**config.mk**
```make
export PLATFORM = sky130hd
export DESIGN_NAME = vape_exec_proof
export DESIGN_NICKNAME = d
export VERILOG_FILES = /design/src/rtl/vape_exec_proof.sv
export SDC_FILE = /design/constraint.sdc
export NUM_CORES = 1
export LEC_CHECK = 0
export ABC_AREA = 1
export CORE_MARGIN = 4
export CORE_UTILIZATION = 58
export DETAILED_ROUTE_END_ITERATION = 10
export DONT_BUFFER_PORTS = 1
export GPL_ROUTABILITY_DRIVEN = 0
export MAX_ROUTING_LAYER = met4
export PLACE_DENSITY = 0.72
export SETUP_SLACK_MARGIN = 0.02
export SLEW_MARGIN = 25
export SYNTH_ARGS = -nofsm -noshare
export SYNTH_HDL_FRONTEND = slang
export SYNTH_SLANG_ARGS = --single-unit
```
**constraint.sdc**
```tcl
create_clock -name clk -period 2.3 [get_ports clk]
set_input_delay 0.23 -clock clk [delete_from_list [all_inputs] [get_ports clk]]
set_output_delay 0.23 -clock clk [all_outputs]
set_load 0.01 [all_outputs]
```
**src/rtl/vape_exec_proof.sv**
```systemverilog
// ER execution-proof tracker: follows one ER run from entry to exit and holds a
// sticky proof bit while the run's output region and ER stay untouched.
module vape_exec_proof #(
  parameter int unsigned CNT_W = 8
) (
  input  logic             clk,
  input  logic             reset,
  input  logic [15:0]      pc,
  input  logic [15:0]      data_addr,
  input  logic             data_wr,
  input  logic [15:0]      dma_addr,
  input  logic             dma_en,
  input  logic             irq,
  input  logic             exec,
  input  logic [15:0]      ER_min,
  input  logic [15:0]      ER_max,
  input  logic [15:0]      OR_min,
  input  logic [15:0]      OR_max,
  output logic             proof,
  output logic [1:0]       state,
  output logic [CNT_W-1:0] run_count,
  output logic [2:0]       fail_cause
);

  localparam int unsigned CAUSE_W = 3;

  localparam logic [CAUSE_W-1:0] CAUSE_NONE     = CAUSE_W'(0);
  localparam logic [CAUSE_W-1:0] CAUSE_NO_EXEC  = CAUSE_W'(1);
  localparam logic [CAUSE_W-1:0] CAUSE_IRQ      = CAUSE_W'(2);
  localparam logic [CAUSE_W-1:0] CAUSE_DMA      = CAUSE_W'(3);
  localparam logic [CAUSE_W-1:0] CAUSE_LEFT_ER  = CAUSE_W'(4);
  localparam logic [CAUSE_W-1:0] CAUSE_OR_WR    = CAUSE_W'(5);
  localparam logic [CAUSE_W-1:0] CAUSE_OR_DMA   = CAUSE_W'(6);
  localparam logic [CAUSE_W-1:0] CAUSE_ER_TAMP  = CAUSE_W'(7);

  localparam logic [CNT_W-1:0] CNT_MAX = {CNT_W{1'b1}};

  typedef enum logic [1:0] {
    S_IDLE = 2'b00,
    S_RUN  = 2'b01,
    S_DONE = 2'b10,
    S_FAIL = 2'b11
  } state_e;

  state_e               state_q, state_d;
  logic                 proof_q, proof_d;
  logic [CNT_W-1:0]     run_count_q, run_count_d;
  logic [CAUSE_W-1:0]   fail_cause_q, fail_cause_d;
  logic [CAUSE_W-1:0]   viol_cause_c;

  logic in_er_c, entry_c, wr_or_c, dma_or_c, wr_er_c;

  // Address-window qualifiers, all bounds inclusive.
  assign in_er_c  = (pc >= ER_min) && (pc <= ER_max);
  assign entry_c  = (pc == ER_min) && exec;
  assign wr_or_c  = data_wr && (data_addr >= OR_min) && (data_addr <= OR_max);
  assign dma_or_c = dma_en && (dma_addr >= OR_min) && (dma_addr <= OR_max);
  assign wr_er_c  = data_wr && (data_addr >= ER_min) && (data_addr <= ER_max);

  always_ff @(posedge clk or posedge reset) begin
    if (reset) begin
      state_q      <= S_IDLE;
      proof_q      <= 1'b0;
      run_count_q  <= '0;
      fail_cause_q <= CAUSE_NONE;
    end else begin
      state_q      <= state_d;
      proof_q      <= proof_d;
      run_count_q  <= run_count_d;
      fail_cause_q <= fail_cause_d;
    end
  end

  // Next state; violations are ranked so the first hit names the failure.
  always_comb begin
    state_d      = state_q;
    viol_cause_c = CAUSE_NONE;
    case (state_q)
      S_IDLE: begin
        if (entry_c) state_d = S_RUN;
      end
      S_RUN: begin
        if (!exec)         viol_cause_c = CAUSE_NO_EXEC;
        else if (irq)      viol_cause_c = CAUSE_IRQ;
        else if (dma_en)   viol_cause_c = CAUSE_DMA;
        else if (!in_er_c) viol_cause_c = CAUSE_LEFT_ER;

        if (viol_cause_c != CAUSE_NONE) state_d = S_FAIL;
        else if (pc == ER_max)          state_d = S_DONE;
      end
      S_DONE: begin
        if (wr_or_c && !in_er_c)   viol_cause_c = CAUSE_OR_WR;
        else if (dma_or_c)         viol_cause_c = CAUSE_OR_DMA;
        else if (wr_er_c || !exec) viol_cause_c = CAUSE_ER_TAMP;

        if (viol_cause_c != CAUSE_NONE) state_d = S_FAIL;
        else if (entry_c)               state_d = S_RUN;
      end
      S_FAIL: begin
        if (entry_c) state_d = S_RUN;
      end
      default: state_d = S_IDLE;
    endcase
  end

  // Registered outputs track the state being entered, so proof rises with DONE.
  always_comb begin
    proof_d      = (state_d == S_DONE);
    run_count_d  = run_count_q;
    fail_cause_d = fail_cause_q;
    if ((state_q == S_RUN) && (state_d == S_DONE) && (run_count_q != CNT_MAX)) begin
      run_count_d = run_count_q + CNT_W'(1);
    end
    if (viol_cause_c != CAUSE_NONE) begin
      fail_cause_d = viol_cause_c;
    end
  end

  assign proof      = proof_q;
  assign state      = state_q;
  assign run_count  = run_count_q;
  assign fail_cause = fail_cause_q;

endmodule
```
Word-level counts from Yosys, hierarchy flattened
Cells that the tools add are included.
Word-level totals
  output and inout bits: 14
  word-level logic and storage cells: 54
  register bits: 14
  input bits: 118
Operators by class
  add/subtract/negate cells: 1
  muxes and demuxes: 15
  $lt $le $gt $ge: 8
  reductions and logical operators: 19
  equality and inequality tests: 7
Operators with widths (number)
  $ge 16x16->1: 4
  $le 16x16->1: 4
  $eq 16x16->1: 2
  $mux 3: 9
  $logic_and 1x1->1: 11
  $reduce_bool 3->1: 3
  $add 8x1->8 const B: 1
  $mux 2: 4
  $ne 8x8->1 const B: 1
  $eq 2x2->1 const B: 3
  $pmux 2 s3: 1
  $pmux 3 s2: 1
  $eq 2x1->1 const B: 1
  $logic_not 1->1: 2
  $logic_not 2->1: 1
  $reduce_or 2->1: 1
  $logic_or 1x1->1: 1

Logic depth before layout (Yosys ltp)
Gate-level depths: netlist of the first run.
  depth after elaboration: 14
  depth in mapped cells: 21
  mapped depth without buffers: 21

Worst setup path after synthesis of the first run
Ideal clock, no wire load.
  kind: reg2reg
  from: reg state_q[0] (netlist: state[0])
  to: reg run_count_q[4] (netlist: run_count[4])
  path buffers: 0
  clock period less this slack: 1.816 ns
  setup time: 0.117 ns
  path slack: 0.484 ns
  required time: 2.183 ns
  stages on the path, launching flop included: 10
  arrival: 1.699 ns
  cell sequence: dfrtp_1 -> inv_1 -> ha_1 -> or2_2 -> a21oi_1 -> nand3_2 -> nand2_4 -> nand3_4 -> nand2_1 -> nand2_1
Between the ends
  cells in the longest elaborated chain, start to end: 6
  elaborated cells between the ends (all ways): 13
  classes of those cells: eq/ne: 4; mux: 5; reduce/logical: 4
RTL lines
  start, declared: RTL line 45  | state_e state_q, state_d;
  start signal, assigned: RTL line 67  | state_q <= state_d;
  $eq 2x2->1 (tied with other cells): RTL line 78  | case (state_q)
  $reduce_or 2->1 (no source line) (tied with other cells)
  $pmux 2 s3: RTL line 78
  $eq 2x2->1: RTL line 111  | if ((state_q == S_RUN) && (state_d == S_DONE) && (run_count_q != CNT_MAX)) begin
  $logic_and 1x1->1 (*) (2 in series): RTL line 111
  end signal, assigned: RTL line 69  | run_count_q <= run_count_d;
  end, declared: RTL line 47  | logic [CNT_W-1:0] run_count_q, run_count_d;
Every way passes the cells marked *; elsewhere a longest branch is shown, timed or not.
A chain may end at the register's enable or synchronous reset.

Worst setup path in the final report of the first run
  from: reg state_q[0] (netlist: state[0])
  to: reg run_count_q[0] (netlist: run_count[0])
Same word-level chain as after synthesis.

==> impl.org, run 1 <==
** Run status
- Status :: finished clean

** STA
- Highest achievable clock rate :: 493.9 MHz
- Setup violations remaining at the end of the flow were counted as 0.
- Min Clock Period, post-route :: 2.025 ns
- Setup repair after global routing left no endpoint under its margin.
- The final count of pins violating max slew came to 0.
- Dividing the final minimum period by the clock period gives 88.03%.
- Final hold analysis gives a worst-case slack of 0.3092 ns.
- Setup Total Neg Slack :: 0 ns
- Max_slew headroom :: 64.48%
- For the pin with the worst max-slew slack, the measured transition is 0.5323 ns.
- Setup skew after layout :: 0.001642 ns
- The count of final hold-check violations is 0.

** Synth
- A synthesized cell averages 6.952 um^2.
- Yosys mapped a number of flops with a built-in enable equal to 0.
- Sequential elements use 8.441% of the synthesized area.
- Total of flip-flops plus latches after synthesis :: 14
- Count of synthesis-stage warnings from yosys :: 0
- The number of different library cells used by synthesis comes to 33.
- Commonest cells post-synth :: nand2_1, ha_1, inv_1
- Cell type with the largest total area after synthesis :: ha_1
- Most instantiated library cell after synthesis :: nand2_1
- The number of nets handed over by synthesis was 847.
- Flip-flop cell with the highest count after synthesis :: dfrtp_1
- Syn Std Cell Area :: 4150 um^2
- Of all flip-flops after synthesis, the portion carrying an async set or reset was 100.0%.
- The top cell type by area accounts for 39.79% of the synthesized area.
- After technology mapping, the gate count stands at 597.
- Dominant cells by area after synthesis :: ha_1, nand2_1, inv_1, dfrtp_1, a21oi_1

** Floorplan
- The die is 92.59 um wide.
- Total die area :: 8573 um^2
- The floorplan step set the die height to 92.59 um.
- The region available for standard cell placement spans 6869 um^2.
- Starting Density :: 60.42%
- The initialized floorplan defines 30 standard-cell rows.
- During I/O placement, the number of pins put on the boundary was 132.

** CTS
- Total of cells resized after clock tree synthesis :: 0
- CTS built an H-tree with a depth of 1.
- CTS hold repair buffers :: 1
- TritonCTS clock tree :: done
- Clock-pin transition on the worst setup and hold timing paths :: 0.06 ns
- CTS sink cnt :: 14
- Counting along the longest clock path gives a buffer depth of 2.
- CTS placed an instance of clkbuf_8 at the clock tree root.
- The number of clock buffers added by TritonCTS is 3.
- At the later pin of the worst-skew pair, clock insertion delay measures 0.25 ns.
- Buffer count from post-CTS setup fixing :: 0

** Layout
- Layout-stage area growth over the synthesis result :: 4.281%
- The repair_antennas step left the layout with diodes totalling 0.
- After filler insertion, the fill cell instance count of the layout stands at 691.
- Fraction of layout instances using a drive strength above 1 :: 6.822%
- Final nets :: 852

** Min path
- The worst hold path belongs to the class in2reg.
- The worst hold path terminates at fail_cause[1].
- Instance count along the most critical hold path :: 4
- In this run the most critical hold path is launched from exec.

** Critical path
- Crit path kind :: reg2reg
- Setup slack on the worst reg-to-reg path comes out at 0.28 ns.
- For the worst setup path, the data required time is 2.44 ns.
- The worst register-to-register path ends at run_count[0].
- Of all nets on the critical path, the largest fanout is 10.
- STA classifies the critical path endpoint as a flip-flop.
- Counting cells, the worst reg-to-reg path comes to 9.
- Element type at the critical path start :: flip-flop
- The startpoint identified for the worst register-to-register timing path is state[0].
- Worst Path Arrival :: 2.16 ns

** Route
- Count of unresolved DRC violations after routing :: 0
- In the routed layout, each cell is associated on average with a via count of 5.406.
- In this run the remaining antenna-violating nets after routing total 0.
- The final layout contains routed wiring with a total length of 10230 um.
- First drt pass iteration count :: 4
- The detailed router finished its first iteration with 64 violations.
- Via count :: 3768
- Final routed wire length divided by cell count :: 14.67 um

** Pwr
- Total power :: 1.904 mW
- Portion of total power attributed to the clock network :: 12.8%
- The analysis attributes to cell leakage a power of 2.569 nW.
- For this design the total switching power over the nets is 0.9745 mW.
- Net switching is 51.19% of the power.
- Portion of total power attributed to combinational logic :: 63.6%
- Highest ir drop seen on vdd :: 0.5243 mV
- Relative contribution of sequential cells to total power :: 23.6%
- The internal portion of the total power is 0.9292 mW.
- Power per cell area :: 439.9 nW/um^2

** Place
- IO buf count :: 0
- Detailed placement ended at an HPWL of 9310 um.

** Run
- The tool flagged a number of max-cap violations equal to 0.

** GRT
- The number of global-route vias before repair came to 3953.
- Global routing used 24.81% of the available tracks.
- Global routing finished with a remaining overflow of 0.
- The initial antenna violation count is 0.
- Pin count of the biggest net entering global routing :: 15
- The first global-routing pass estimated 17010 um of wire.
sequential cells by signal, summed over array words and instances (netlist names):
register	count
fail_cause	3
proof	1
run_count	8
state	2
critical path: stages (launching register included):
cell and delay (ns):
dfrtp_1 0.48, inv_1 0.10, ha_1 0.32, or2_2 0.32, a21oi_1 0.18, nand3_2 0.11, nand2_4 0.14, nand3_4 0.13
nand2_1 0.09, nand2_1 0.05
power by group through the flow:
stage | combinational (mW) | clock, mW | sequential, mW
3_5_place_dp | 1.20 | 0 | 0.455
3_3_place_gp | 1.14 | 0 | 0.454
2_1_floorplan | 0.997 | 0 | 0.427
6_report | 1.21 | 0.244 | 0.449
4_1_cts | 1.21 | 0.249 | 0.451
5_1_grt | 1.40 | 0.264 | 0.461
layout by cell type, fill, tap and decap left out:
cell,Yosys,final
a31oi_1,1,1
o21ai_0,10,10
nor2_4,2,2
clkinv_1,3,3
o21a_1,6,6
nand3_4,2,2
xor2_1,3,3
inv_1,99,99
ha_1,132,132
nor2_2,4,4
and3_1,1,1
o21ai_1,4,4
nand3_1,16,16
a21oi_1,53,53
nand4_2,3,3
nor3_2,4,4
xnor2_1,3,3
nand3_2,6,6
nand2_4,3,3
o21bai_1,5,5
dlygate4sd3_1,0,1
nor2_1,41,41
nand2_1,141,141
nand3b_1,1,1
or2_2,2,2
clkbuf_8,0,4
inv_2,1,1
nand2_2,7,7
a21oi_2,2,2
inv_8,1,1
nand4_1,21,21
dfrtp_1,14,14
a21o_1,2,2
nor3_1,3,3
kinds of logic after synthesis:
| group | Yosys count | synth area share (%) |
|---|---|---|
| AO/OA/AOI/OAI | 83 | 11.00 |
| XOR/XNOR | 6 | 1.266 |
| adder cells (fa/ha/maj) | 132 | 39.79 |
| buffers and inverters | 105 | 9.768 |
| flip-flops | 14 | 8.441 |
| AND/OR/NAND/NOR | 257 | 29.73 |
final cells by class:
class                   count  area, um^2  share of cell area [%]
repair buffers              1       10.01                  0.2313
multi-input cells         478        3395                   78.43
flip-flops and latches     14       350.3                   8.095
clock buffers               4       55.05                   1.272
well taps                  96       120.1                   2.775
inverters                 104       397.9                   9.193
metrics by stage:
step	setup slack (ns)	cell area, um^2	util, %	std cells
final	0.2754	4328	63.01	697
after global routing	0.1349	4328	63.01	697
after CTS	0.2682	4328	63.01	697
after detailed placement	0.2385	4263	62.06	692
after global placement	0.2967	4263	62.06	692
after floorplan	0.4843	4150	-	597
how the worst max path moves through the flow:
stage              endpoint        from  slack, ns
2_1_floorplan  run_count[4]    state[0]       0.48
3_3_place_gp   run_count[6]  OR_min[13]       0.30
3_5_place_dp   run_count[1]  OR_max[15]       0.24
4_1_cts        run_count[0]    state[0]       0.27
5_1_grt        run_count[6]    state[0]       0.13
6_report       run_count[0]    state[0]       0.28
metal layers:
metal / up-vias / global-route usage (%) / share of wire [%] / routed length, um
li1: 2005 / - / - / -
met1: 1632 / 28.77 / 44 / 4501
met2: 117 / 44.41 / 48 / 4922
met3: 14 / 4.224 / 6.4 / 653
met4: 0 / 6.064 / 1.5 / 149
met5: - / - / 0 / 0
(Power assumes the default switching activity.)
==> run 2, diff against run 1 <==
clock period = 2.5 ns   (was 2.3 ns; I/O delays follow)
==> run 2 against run 1 <==
  * Total power is 7.9% lower
  * Critical path depth stayed put
  * Via count is 0.80% higher
  * Non-clock buffer count stayed put
  * Wire length is 0.28% lower
  * Sequential cell count stayed put
  * Sequential share of layout area stayed put
  * Critical endpoint is now run_count[4]
==> impl.org, run 2 (same netlist as run 1, synthesis figures left out) <==
** Floorplan
- Height of the die :: 92.59 um
- Total die area :: 8573 um^2
- During I/O placement, the number of pins put on the boundary was 132.
- Starting Density :: 60.42%
- Number of placement rows :: 30
- The die is 92.59 um wide.
- Core footprint :: 6869 um^2

** CTS
- CTS Buffer Depth :: 2
- Inserted Clock Buffers :: 3
- Maximum level of the CTS H-tree :: 1
- CTS saw 14 sinks.
- Clock root cell :: clkbuf_8
- The number of setup buffers added after CTS is 0.
- TritonCTS clock tree :: done
- Clock-pin transition on the worst setup and hold timing paths :: 0.06 ns
- The later pin in the worst-skew pair is clocked with a latency of 0.25 ns.

** Critical path
- Data required time at the worst endpoint :: 2.64 ns
- Of all nets on the critical path, the largest fanout is 10.
- Data arrives at the worst endpoint at 2.14 ns.
- STA classifies the critical path endpoint as a flip-flop.
- The worst setup path is of the reg2reg kind.
- Element type at the critical path start :: flip-flop

** Run
- Max cap viols :: 0

** Run status
- Status :: finished clean

** Place
- Sum of net half-perimeters after detailed placement :: 9336 um
- Buffers placed on the I/O ports in this run total 0.
- Pre-CTS setup slack :: 0.4313 ns

** Route
- For this block, the via count after detailed routing is 3798.
- Once detail routing completed, the nets flagged for antenna violations numbered 0.
- Count of unresolved DRC violations after routing :: 0
- Total Routed Length :: 10200 um
- Number of violations reported at the end of detailed-routing iteration 0 :: 92
- After detailed routing, the average wire length per cell comes to 14.63 um.
- The pre-antenna-repair detailed-routing pass consisted of 4 iterations.
- Vias per std cell :: 5.449

** Layout
- Final nets :: 852
- Inserted Diodes :: 0
- Leaving out fill and tap cells, the most frequent cell in the layout is nand2_1.
- Most frequent cells in the layout :: nand2_1, ha_1, inv_1
- Cells fill 63.01% of the core in the end.
- Flip-flop count of the largest register, all copies and words added :: 8
- The area growth from synthesis to layout is 4.281%.
- Of the cells placed in the final design, the portion with a size suffix greater than 1 is 6.822%.

** STA
- Setup violations remaining at the end of the flow were counted as 0.
- For the pin with the worst max-slew slack, the measured transition is 0.5358 ns.
- The count of final hold-check violations was 0.
- Dividing the final minimum period by the clock period gives 79.96%.
- Number of max-slew violations in the final report :: 0
- In the post-route analysis, the smallest setup slack over all paths is 0.5009 ns.
- Setup Total Neg Slack :: 0 ns
- Clock skew on the completed layout was measured at 0.0009529 ns.
- For the finished layout, the period the worst path requires is 1.999 ns.
- Highest achievable clock rate :: 500.2 MHz
- Hold timing on the final database bottoms out at a slack of 0.3468 ns.
- Max_slew headroom :: 64.24%
- Setup repair after global routing left no endpoint under its margin.

** Pwr
- Total power :: 1.754 mW
- IR analysis of the VDD net gives a maximum drop of 0.4852 mV.
- Power per cell area :: 405.3 nW/um^2
- The analysis attributes to cell leakage a power of 2.569 nW.

** GRT
- Global routing consumed, over all layers together, 25.09% of the routing resources.
- Number of antenna violations at the first check in global routing :: 0
- Pin count of the biggest net entering global routing :: 15
- Global-route wire length before repair :: 17210 um
- Global route overflow :: 0
- Number of global-route vias before repair :: 3961

** Min path
- Hold Path Class :: in2reg
==> run 2: cell counts in the layout (fill, tap and decap cells not counted) <==
Identical to the previous run, type by type.
==> run 2: metal layers <==
| metal | vias up | routed length (um) | track usage (%) |
|---|---|---|---|
| met2 | 118 | 4907 | 44.41 |
| met4 | 0 | 171 | 6.312 |
| met3 | 14 | 635 | 4.387 |
| met1 | 1665 | 4483 | 29.37 |
| li1 | 2001 | - | - |
| met5 | - | 0 | - |
==> run 2: worst max-delay path: stages (launching register included) <==
cell,delay [ns]
dfrtp_1,0.47
inv_1,0.10
ha_1,0.32
or2_2,0.31
a21oi_1,0.18
nand3_2,0.11
nand2_4,0.14
nand3_4,0.13
nand2_1,0.08
nand2_1,0.05
==> run 2: stage by stage <==
stage          cell area [um^2]  cells
2_1_floorplan              4150    597
3_3_place_gp               4263    692
3_5_place_dp               4263    692
4_1_cts                    4328    697
5_1_grt                    4328    697
6_report                   4328    697
==> run 2: worst paths after layout <==
kind / start / to / slack (ns) / cells past startpoint
worst max-delay path: state[0] / run_count[4] / 0.50 / 9
worst min-delay path: exec / fail_cause[1] / 0.35 / 4
worst max register to register: state[0] / run_count[4] / 0.50 / 9
worst min register to register: fail_cause[0] / fail_cause[0] / 0.59 / 2
max in group asynchronous: reset / fail_cause[1] / 1.65 / 2
min in group asynchronous: reset / run_count[5] / 0.49 / 2
==> run 2: power breakdown <==
group | internal, mW | switching, mW
sequential | 0.300 | 0.115
combinational | 0.414 | 0.699
clock | 0.140 | 0.0861
total | 0.854 | 0.900
==> run 2: timing repair <==
| item | 4_1_cts | 5_1_grt |
|---|---|---|
| gates resized for setup | 0 | 0 |
| hold endpoints to repair | 14 | 0 |
| hold buffers | 1 | 0 |
| endpoints found under the setup margin | 0 | 0 |
==> run 2: final cells by class <==
class	count	area, um^2
multi-input cells	478	3395
fillers	686	2541
inverters	104	397.9
flip-flops and latches	14	350.3
well taps	96	120.1
clock buffers	4	55.05
repair buffers	1	10.01
==> run 3, diff against run 2 <==
PLACE_DENSITY = 0.74   (was 0.72)
clock period = 1.65 ns   (was 2.5 ns; I/O delays follow)
==> run 3 against run 2 <==
  * Wire length grew 3.7%
  * Largest cell class unchanged
  * Clock skew grew 0.0037 ns
  * Count of clock-buffer cells in the layout shrank 1
  * The flow now finishes with violations (setup timing)
  * First-iteration DRC count is 13% higher
==> impl.org, run 3 (same netlist as run 1, synthesis figures left out) <==
** GRT
- Tot GR Track Use :: 24.72%
- Number of global-route vias before repair :: 3854
- The first global-routing pass estimated 17110 um of wire.
- Global route overflow :: 0
- Number of antenna violations at the first check in global routing :: 0
- Entering global routing, the biggest net connects 15 pins.

** STA
- Setup Total Neg Slack :: -0.4498 ns
- Worst Hold Margin :: 0.2325 ns
- Number of max-slew violations in the final report :: 0
- Transition time at the pin with the least slew margin :: 0.5374 ns
- Highest achievable clock rate :: 583.0 MHz
- The smallest clock period supported by the final layout is computed as 1.715 ns.
- Of the available clock period, the critical path in the final layout requires 104.0%.
- The clock arrives with 0.004620 ns of skew.
- Measured against its own limit, the worst slew margin works out to 64.13%.
- Hold Violations, Final :: 0
- Setup repair after global routing could not meet its margin everywhere.
- Setup violations remaining at the end of the flow were counted as 8.
- Setup slack on the critical path of the routed design comes to -0.06531 ns.

** Route
- After the first detailed-routing iteration, the DRC count stood at 104.
- After detailed routing, the number of vias per cell comes to 5.467.
- Count of unresolved DRC violations after routing :: 0
- Total Routed Length :: 10570 um
- First drt pass iteration count :: 4
- Via count :: 3925
- In the final routed layout, each cell accounts on average for 14.73 um.
- Post-route ant nets :: 0

** CTS
- TritonCTS clock tree :: done
- Clock latency on the worst-skew pair :: 0.24 ns
- The tree is rooted in a clkbuf_8.
- Counting the buffers created by CTS gives 3.
- In this run the number of H-tree levels came out at 1.
- CTS sink cnt :: 14
- Clock-pin slew was measured on the worst setup and hold paths at 0.06 ns.
- No sink is reached through more buffers than the 2 on the longest clock path.

** Critical path
- Data required time at the worst endpoint :: 1.78 ns
- Element type at the critical path start :: flip-flop
- For flop-to-flop paths, the worst setup slack is -0.07 ns.
- Data on the critical path arrives at its endpoint at 1.85 ns.
- The worst register-to-register path ends at run_count[6].
- The worst register-to-register path begins at state[0].
- FF-to-FF path depth :: 9
- The critical path is of the reg2reg type.
- Of all nets on the critical path, the largest fanout is 8.
- Crit. End Element :: flip-flop

** Min path
- Instance count along the most critical hold path :: 4
- The path with the worst hold slack has its endpoint at fail_cause[1].
- The startpoint identified for the worst hold timing path is exec.
- In this run the worst hold path is classified as in2reg.

** Run status
- Status :: complete, but fails checks
- Violated checks :: setup timing

** Place
- IO buf count :: 0
- Counting tap cells, the placed design contains a total of 707 instances.
- Sum of net half-perimeters after detailed placement :: 9466 um
- Once placement finished, the instance area stood at 4742 um^2.

** Pwr
- Leakage :: 2.663 nW
- In this run the power density over the cells is 655.8 nW/um^2.
- Highest ir drop seen on vdd :: 0.6431 mV

** Floorplan
- During I/O placement, the number of pins put on the boundary was 132.
- The die covers 8573 um^2.
- The floorplan has 30 rows.
- Starting Density :: 60.42%
- The die is 92.59 um wide.
- The core region is 6869 um^2.
- Height of the die :: 92.59 um

** Run
- Max cap viols :: 0

** Layout
- Finished Cell Area :: 5022 um^2
- The register with the most flip-flops in the layout has 8 of them.
- Most frequent cells in the layout :: nand2_1, ha_1, inv_1
- Layout-stage area growth over the synthesis result :: 21.01%
- Final nets :: 874
- The number of antenna diodes in the final layout is 0.
- Of the cells placed in the final design, the portion with a size suffix greater than 1 is 21.86%.
- Post-route insts no fill :: 718
- Leading cell type in the layout, fill and taps excluded :: nand2_1
-- run 3: changes by cell type in the layout (fill, tap and decap cells not counted), sizes merged --
cell,previous run,this run
clkbuf,4,3
buf,0,21
clkinvlp,0,1
-- run 3: metrics by stage --
step                      utilization (%)  power, mW  worst slack (ns)
final                               73.11      3.294          -0.06531
after global routing                73.11      3.585           -0.2377
after CTS                           71.57      3.182          -0.05861
after detailed placement            69.03      2.711           -0.3600
after global placement              69.03      2.621           -0.2966
after floorplan                         -      2.098          -0.04823
-- run 3: worst max path at each step --
stage	from	end	slack (ns)	cells after the start
after floorplan	ER_max[15]	run_count[3]	-0.05	13
after global routing	OR_max[9]	run_count[6]	-0.24	16
after CTS	state[0]	run_count[3]	-0.06	9
after detailed placement	OR_max[7]	run_count[3]	-0.36	17
final	state[0]	run_count[6]	-0.07	9
after global placement	OR_max[7]	run_count[3]	-0.30	17
-- run 3: what timing repair did --
action	4_1_cts	5_1_grt
hold buffers	1	0
cloned	1	0
hold endpoints to repair	14	0
setup buffers	6	0
endpoints found under the setup margin	8	14
gates resized for setup	11	21
pin swaps	18	16
-- run 3: final cells by class --
cell class                 instances  area, um^2
multi-input combinational        478        3885
fill                             567        1847
inverter                         104       426.7
sequential                        14       350.3
timing repair buffer              22       192.7
tap                               96       120.1
clock buffer                       3       41.29
timing repair inverter             1       6.256
-- run 3: where the power goes --
part           internal (mW)  leakage [nW]  switching [mW]  total (mW)
registers              0.455         0.182           0.101       0.556
clock network          0.161        0.0216           0.115       0.276
logic                   1.06          2.46            1.41        2.46
total                   1.67          2.66            1.62        3.29
-- run 3: critical path, stage by stage (launching register included) --
cell     delay [ns]
dfrtp_1        0.40
inv_2          0.09
ha_4           0.20
or2_4          0.27
a21oi_2        0.16
nand3_2        0.10
nand2_4        0.11
nand3_4        0.14
nand2_2        0.09
nand2_1        0.05
-- run 3: routing by layer --
metal | vias to the layer above | track usage, % | wire (um)
met1 | 1753 | 30.37 | 4508
li1 | 2043 | - | -
met2 | 125 | 43.26 | 5174
met5 | - | - | 0
met4 | 0 | 1.856 | 26
met3 | 4 | 5.524 | 863
